## config.mk

```make
export PLATFORM = sky130hd
export DESIGN_NAME = instr_encoder
export DESIGN_NICKNAME = d
export VERILOG_FILES = /design/src/rtl/instr_encoder.sv
export SDC_FILE = /design/constraint.sdc
export NUM_CORES = 1
export LEC_CHECK = 0
export BUFFER_PORTS_ARGS = -buffer_cell sky130_fd_sc_hd__buf_2
export CORE_MARGIN = 2
export CORE_UTILIZATION = 35
export DETAILED_ROUTE_END_ITERATION = 6
export GPL_ROUTABILITY_DRIVEN = 0
export GPL_TIMING_DRIVEN = 0
export PLACE_DENSITY = 0.67
export SYNTH_ARGS = -nofsm -noshare
export SYNTH_HDL_FRONTEND = slang
export SYNTH_SLANG_ARGS = --single-unit
```

## constraint.sdc

```tcl
create_clock -name clk -period 2.4 [get_ports clk]
set_input_delay 0.12 -clock clk [delete_from_list [all_inputs] [get_ports clk]]
set_output_delay 0.12 -clock clk [all_outputs]
set_load 0.005 [all_outputs]
```

## src/rtl/instr_encoder.sv

```systemverilog
// Packs CU instruction fields into a 32-bit word and writes it to the next
// sequential program-memory address; illegal field sets are rejected and counted.
module instr_encoder #(
    parameter int unsigned DEPTH = 256,
    parameter int unsigned AW    = 8
) (
    input  logic          clk,
    input  logic          rst_n,
    input  logic          in_valid,
    output logic          in_ready,
    input  logic [15:0]   data_in,
    input  logic [4:0]    addr1_in,
    input  logic          rd_in,
    input  logic          wr_in,
    input  logic          ldi_in,
    input  logic [3:0]    opcode_in,
    input  logic [3:0]    flags_in,
    input  logic          clear,
    output logic          mem_we,
    output logic [AW-1:0] mem_addr,
    output logic [31:0]   mem_wdata,
    input  logic          mem_ack,
    output logic          full,
    output logic          err,
    output logic [7:0]    err_count,
    output logic [AW:0]   wr_count
);

    localparam logic [AW:0] DepthCnt = (AW + 1)'(DEPTH);

    typedef enum logic [1:0] {StIdle, StEncode, StWrite, StFull} state_e;

    state_e        r_state;
    state_e        w_state_next;

    logic [15:0]   r_data;
    logic [4:0]    r_addr1;
    logic          r_rd;
    logic          r_wr;
    logic          r_ldi;
    logic [3:0]    r_opcode;
    logic [3:0]    r_flags;
    logic [AW-1:0] r_wr_ptr;
    logic [AW:0]   r_wr_count;
    logic [AW-1:0] r_mem_addr;
    logic [31:0]   r_mem_wdata;
    logic          r_err;
    logic [7:0]    r_err_count;

    logic [31:0]   w_word;
    logic          w_illegal;
    logic [AW:0]   w_count_inc;

    assign w_word      = {r_data, r_addr1, r_rd, r_wr, r_ldi, r_opcode, r_flags};
    assign w_illegal   = (r_rd & r_wr) | (r_ldi & (r_rd | r_wr));
    assign w_count_inc = r_wr_count + 1'b1;

    // Clear takes priority over a new field set in the same IDLE cycle.
    assign in_ready  = (r_state == StIdle) && !clear;
    assign mem_we    = (r_state == StWrite);
    assign full      = (r_state == StFull);
    assign mem_addr  = r_mem_addr;
    assign mem_wdata = r_mem_wdata;
    assign err       = r_err;
    assign err_count = r_err_count;
    assign wr_count  = r_wr_count;

    always_ff @(posedge clk) begin
        if (!rst_n) begin
            r_state <= StIdle;
        end else begin
            r_state <= w_state_next;
        end
    end

    always_comb begin
        w_state_next = r_state;
        unique case (r_state)
            StIdle: begin
                if (!clear && in_valid) begin
                    w_state_next = StEncode;
                end
            end
            StEncode: w_state_next = w_illegal ? StIdle : StWrite;
            StWrite: begin
                if (mem_ack) begin
                    w_state_next = (w_count_inc == DepthCnt) ? StFull : StIdle;
                end
            end
            StFull: begin
                if (clear) begin
                    w_state_next = StIdle;
                end
            end
            default: w_state_next = StIdle;
        endcase
    end

    always_ff @(posedge clk) begin
        if (!rst_n) begin
            r_data      <= '0;
            r_addr1     <= '0;
            r_rd        <= 1'b0;
            r_wr        <= 1'b0;
            r_ldi       <= 1'b0;
            r_opcode    <= '0;
            r_flags     <= '0;
            r_wr_ptr    <= '0;
            r_wr_count  <= '0;
            r_mem_addr  <= '0;
            r_mem_wdata <= '0;
            r_err       <= 1'b0;
            r_err_count <= '0;
        end else begin
            r_err <= 1'b0;
            unique case (r_state)
                StIdle: begin
                    if (clear) begin
                        r_wr_ptr   <= '0;
                        r_wr_count <= '0;
                    end else if (in_valid) begin
                        r_data   <= data_in;
                        r_addr1  <= addr1_in;
                        r_rd     <= rd_in;
                        r_wr     <= wr_in;
                        r_ldi    <= ldi_in;
                        r_opcode <= opcode_in;
                        r_flags  <= flags_in;
                    end
                end
                StEncode: begin
                    if (w_illegal) begin
                        r_err <= 1'b1;
                        if (r_err_count != 8'hFF) begin
                            r_err_count <= r_err_count + 8'd1;
                        end
                    end else begin
                        r_mem_wdata <= w_word;
                        r_mem_addr  <= r_wr_ptr;
                    end
                end
                StWrite: begin
                    // Pointer wraps to 0 on its own once DEPTH words are written.
                    if (mem_ack) begin
                        r_wr_ptr   <= r_wr_ptr + 1'b1;
                        r_wr_count <= w_count_inc;
                    end
                end
                StFull: begin
                    if (clear) begin
                        r_wr_ptr   <= '0;
                        r_wr_count <= '0;
                    end
                end
                default: ;
            endcase
        end
    end

endmodule

```

==> results.md <==
- The flow ran to the end, and the final reports show no timing, DRC or antenna violations.
- The area after detailed placement is 0.00471 mm².
- The buffers inserted during post-CTS setup optimization is 0.
- In this run, distinct cell masters in the synthesized netlist total 46.
- The critical path start-end classification is flip-flop to flip-flop.
- The max-capacitance violation count is 0.
- The routed design has 10.0 mm of wire.
- In this run the count of I/O pins placed on the die edge is 98.
- The critical path endpoint category is a flip-flop.
- The fraction of final layout cells sized beyond drive strength 1 is 21.4%.
- Setup violations remaining at the end of the flow were counted as 0.
- The number of enable flip-flop cells after synthesis is 0.
- The number of global-route vias before repair is 3472.
- Yosys attributes the largest share of cell area to dfxtp_1 49%, nand2_1 15%, a21oi_1 11%.
- The buffer type at the clock tree root is clkbuf_16.
- The post-synthesis cell area is 0.00405 mm².
- The clock tree synthesis step divided the H-tree into 3 levels.
- The worst path arrival time is 2170 ps.
- A synthesized cell averages 8.01 µm².
- The clock skew after layout is 7.89 ps.
- The commonest register cell after synthesis is dfxtp_1.
- The routed design could run at a clock period as short as 1960 ps.
- The die outline area is 0.0125 mm².
- The slowest stage of the critical path is the o21ai_1 cell.
- TritonCTS created 9 clock buffers.
- The area share of the largest cell type after synthesis is 49.4%.
- The filler cell count in the final layout is 1200.
- The hold path startpoint is data_in[6].
- The worst register-to-register path ends at r_wr_ptr[6].
- The final critical-path share of the clock period is 81.8%.
- In this run the worst path has a maximum fanout of 10.
- Of the total power, the share spent switching nets is 26.9%.
- Dividing the detail-routed wire length by the instance count gives 13.2 µm.
- The most common cell in the synthesized netlist is nand2_1.
- In the synthesized netlist the async set-or-reset flop fraction comes to 0%.
- The first detailed-routing pass took 6 iterations.
- The total power divided by cell area is 720 mW/mm².
- For the pin with the worst max-slew slack, the measured transition is 563 ps.
- Summed over all nets, the half-perimeter wirelength after detailed placement is 7.44 mm.
- STA classifies the critical path startpoint as a flip-flop.
- The beginning of the worst register-to-register path is r_state[0].
- The share of the Yosys chip area taken by registers is 49.4%.
- The register bit total from synthesis is 100.
- The number of pins with negative max-slew slack in the final report is 0.
- The floorplan step set the die width to 112 µm.
- Using the TritonRoute via totals, the vias-per-cell ratio works out to 4.92.
- In the final timing run, aggregate negative setup slack is 0 ps.
- Compared with the post-synthesis result, the final layout area differs by 23.2%.
- The core area is 0.0114 mm².
- The clock share of power is 37.8%.
- The net switching component of the power is 0.965 mW.
- dfxtp_1 takes more of the synthesized area than any other cell.
- The final-stage net count is 658.
- Based on the critical path, the design can be clocked at up to 509 MHz.
- The signal on the critical path passes through inv_1 -> ha_1 -> mux2_2 -> nand2_1 -> buf_2 -> o21ai_1 -> nor2_1.
- The number of violations reported at the end of detailed-routing iteration 0 is 155.
- The number of buffers between clock root and the deepest sink is 2.
- The post-route worst hold slack is 12.6 ps.
- When the netlist entered floorplanning its net count stood at 551.
- Together, buffers and inverters on the worst path number 2.
- The post-detailed-route DRC marker count is 0.
- For the worst-skew pair, the clock arrives at the later sink with an insertion delay of 340 ps.
- The count of nets left with antenna violations after detail routing is 0.
- The critical path data required time is 2610 ps.
- For this block, the via count after detailed routing is 3741.
- The fraction of power consumed by combinational cells is 13.5%.
- The initial utilization of the core area, before any placement, comes to 35.6%.
- The wire length of the first global-routing pass is 16.3 mm.
- The post-layout utilization of the core is 43.9%.
- VDD sags by at most 0.290 mV.
- The number of antenna violations at the first check in global routing is 0.
- By count the netlist is led by 159 x nand2_1, 100 x dfxtp_1, 85 x a21oi_1.
- Setup repair after global routing left no endpoint under its margin.
- The worst reg-to-reg setup slack is 440 ps.
- Clock tree synthesis found a total of 100 sinks.
- The worst hold path cell count is 3.
- The overall power after layout is 3.59 mW.
- Registers are responsible for 48.7% of the overall power.
- The clock-pin slew of the registers on the worst-case setup and hold paths is 70 ps.
- The post-synthesis cell count is 506.
- The total global routing track utilization is 16.2%.
- The number of antenna diodes in the final layout is 0.
- Headroom to the max-slew limit came out at 62.5%.
- The number of gates resized after CTS was 0.
- The maximum number of pins on one net before global-route repair is 17.
- The global route total overflow is 0.
- The vertical extent of the die is 112 µm.
- The depth of the worst register-to-register path is 7.
- The min-delay analysis places its worst path in the category input port to flip-flop.
- The number of hold-slack violations in the final timing report was 0.
- The number of hold buffers added after CTS was 0.
- For hold timing, the worst endpoint is r_data[6].
- The internal power of the cells totals 2.63 mW.
- In this design, the stage delay of the slowest critical-path cell is 400 ps.
- Yosys printed 0 warnings.
- Grouping stages by cell kind, the critical path spends the most delay in compound AO/OA/AOI/OAI gates.
- The final instance area is 0.00499 mm².
- The count of buffers inserted at the top-level ports is 96.
- The TritonCTS clock tree is yes.
- The number of rows created at floorplan is 39.
- Summed over all cells, the static leakage comes to 2.02 nW.
-- registers in the layout, summed over array words and instances, names as in the netlist --
register	count
r_rd	1
mem_wdata	32
wr_count	9
err	1
r_addr1	5
r_flags	4
r_opcode	4
r_wr_ptr	8
r_ldi	1
r_wr	1
r_state	2
err_count	8
mem_addr	8
r_data	16
-- per-layer routing --
layer  part of all wire (%)  routed length [µm]  GRT usage (%)
met1                     47                4690           20.8
met2                     46                4640           26.4
met3                    5.5                 549           4.03
met4                    1.7                 175           5.93
met5                      0                   0              0
-- kinds of logic (layout without fill, tap and decap cells) --
family          count (synthesis)  count (layout)  share of synthesized area (%)
compound gates                113             113                           15.3
xor+xnor                       12              12                           2.59
fa+ha+maj                       9               9                           2.81
buf+inv                        37             149                           4.76
flops                         100             100                           49.4
mux                             2               2                          0.525
simple gates                  233             233                           24.6
-- stage by stage --
step                      setup slack, ps  cells
after floorplan                       647    506
after global placement                529    745
after detailed placement              481    745
after CTS                             463    761
after global routing                  256    761
final                                 436    761
-- worst min-delay path, stage by stage --
cell and delay, ps:
buf_2 90, nand2_1 40, a21oi_1 50
-- power groups by stage --
| stage | Sequential, mW | Clock [mW] | Combinational [mW] |
|---|---|---|---|
| 2_1_floorplan | 1.78 | 0 | 0.328 |
| 4_1_cts | 1.75 | 1.39 | 0.490 |
| 6_report | 1.75 | 1.36 | 0.484 |
| 3_5_place_dp | 1.79 | 0 | 0.488 |
| 3_3_place_gp | 1.79 | 0 | 0.478 |
| 5_1_grt | 1.76 | 1.46 | 0.538 |
-- area by class of cell --
type / count / area (µm²) / area share [%]
inverter: 6 / 22.5 / 0.451
clock buffer: 11 / 243 / 4.86
timing repair buffer: 96 / 480 / 9.63
clock inverter: 5 / 36.3 / 0.727
buffer: 31 / 170 / 3.41
multi-input combinational: 369 / 1860 / 37.2
tap: 143 / 179 / 3.59
sequential: 100 / 2000 / 40.1
-- worst max-delay path by stage --
stage                           from           to  slack [ps]  depth (start not counted)
after CTS                 r_state[1]    r_data[3]         460                          7
after global placement    r_state[0]  r_wr_ptr[6]         530                          8
after global routing      r_state[0]  r_wr_ptr[6]         260                          7
after floorplan           r_state[0]  r_wr_ptr[6]         650                          8
after detailed placement  r_state[1]    r_data[3]         480                          7
final                     r_state[0]  r_wr_ptr[6]         440                          7
-- layout by cell type (no fill, tap or decap), types with 2 or more instances in the layout --
cell type / n
xor2_1: 7
nand4_1: 8
nor4_1: 3
nor2_1: 29
or3_1: 3
buf_2: 100
clkbuf_16: 9
nor3_2: 2
nor3b_1: 4
clkinv_4: 2
buf_6: 6
inv_1: 5
o21a_1: 2
nand2_1: 159
and2_1: 2
nand2b_1: 5
xnor2_1: 5
and3_1: 7
a21oi_1: 85
a22oi_1: 2
o21ai_0: 11
ha_1: 8
clkbuf_1: 20
dfxtp_1: 100
clkinv_2: 2
nand3_1: 7
Power figures use the tool's default switching activity.
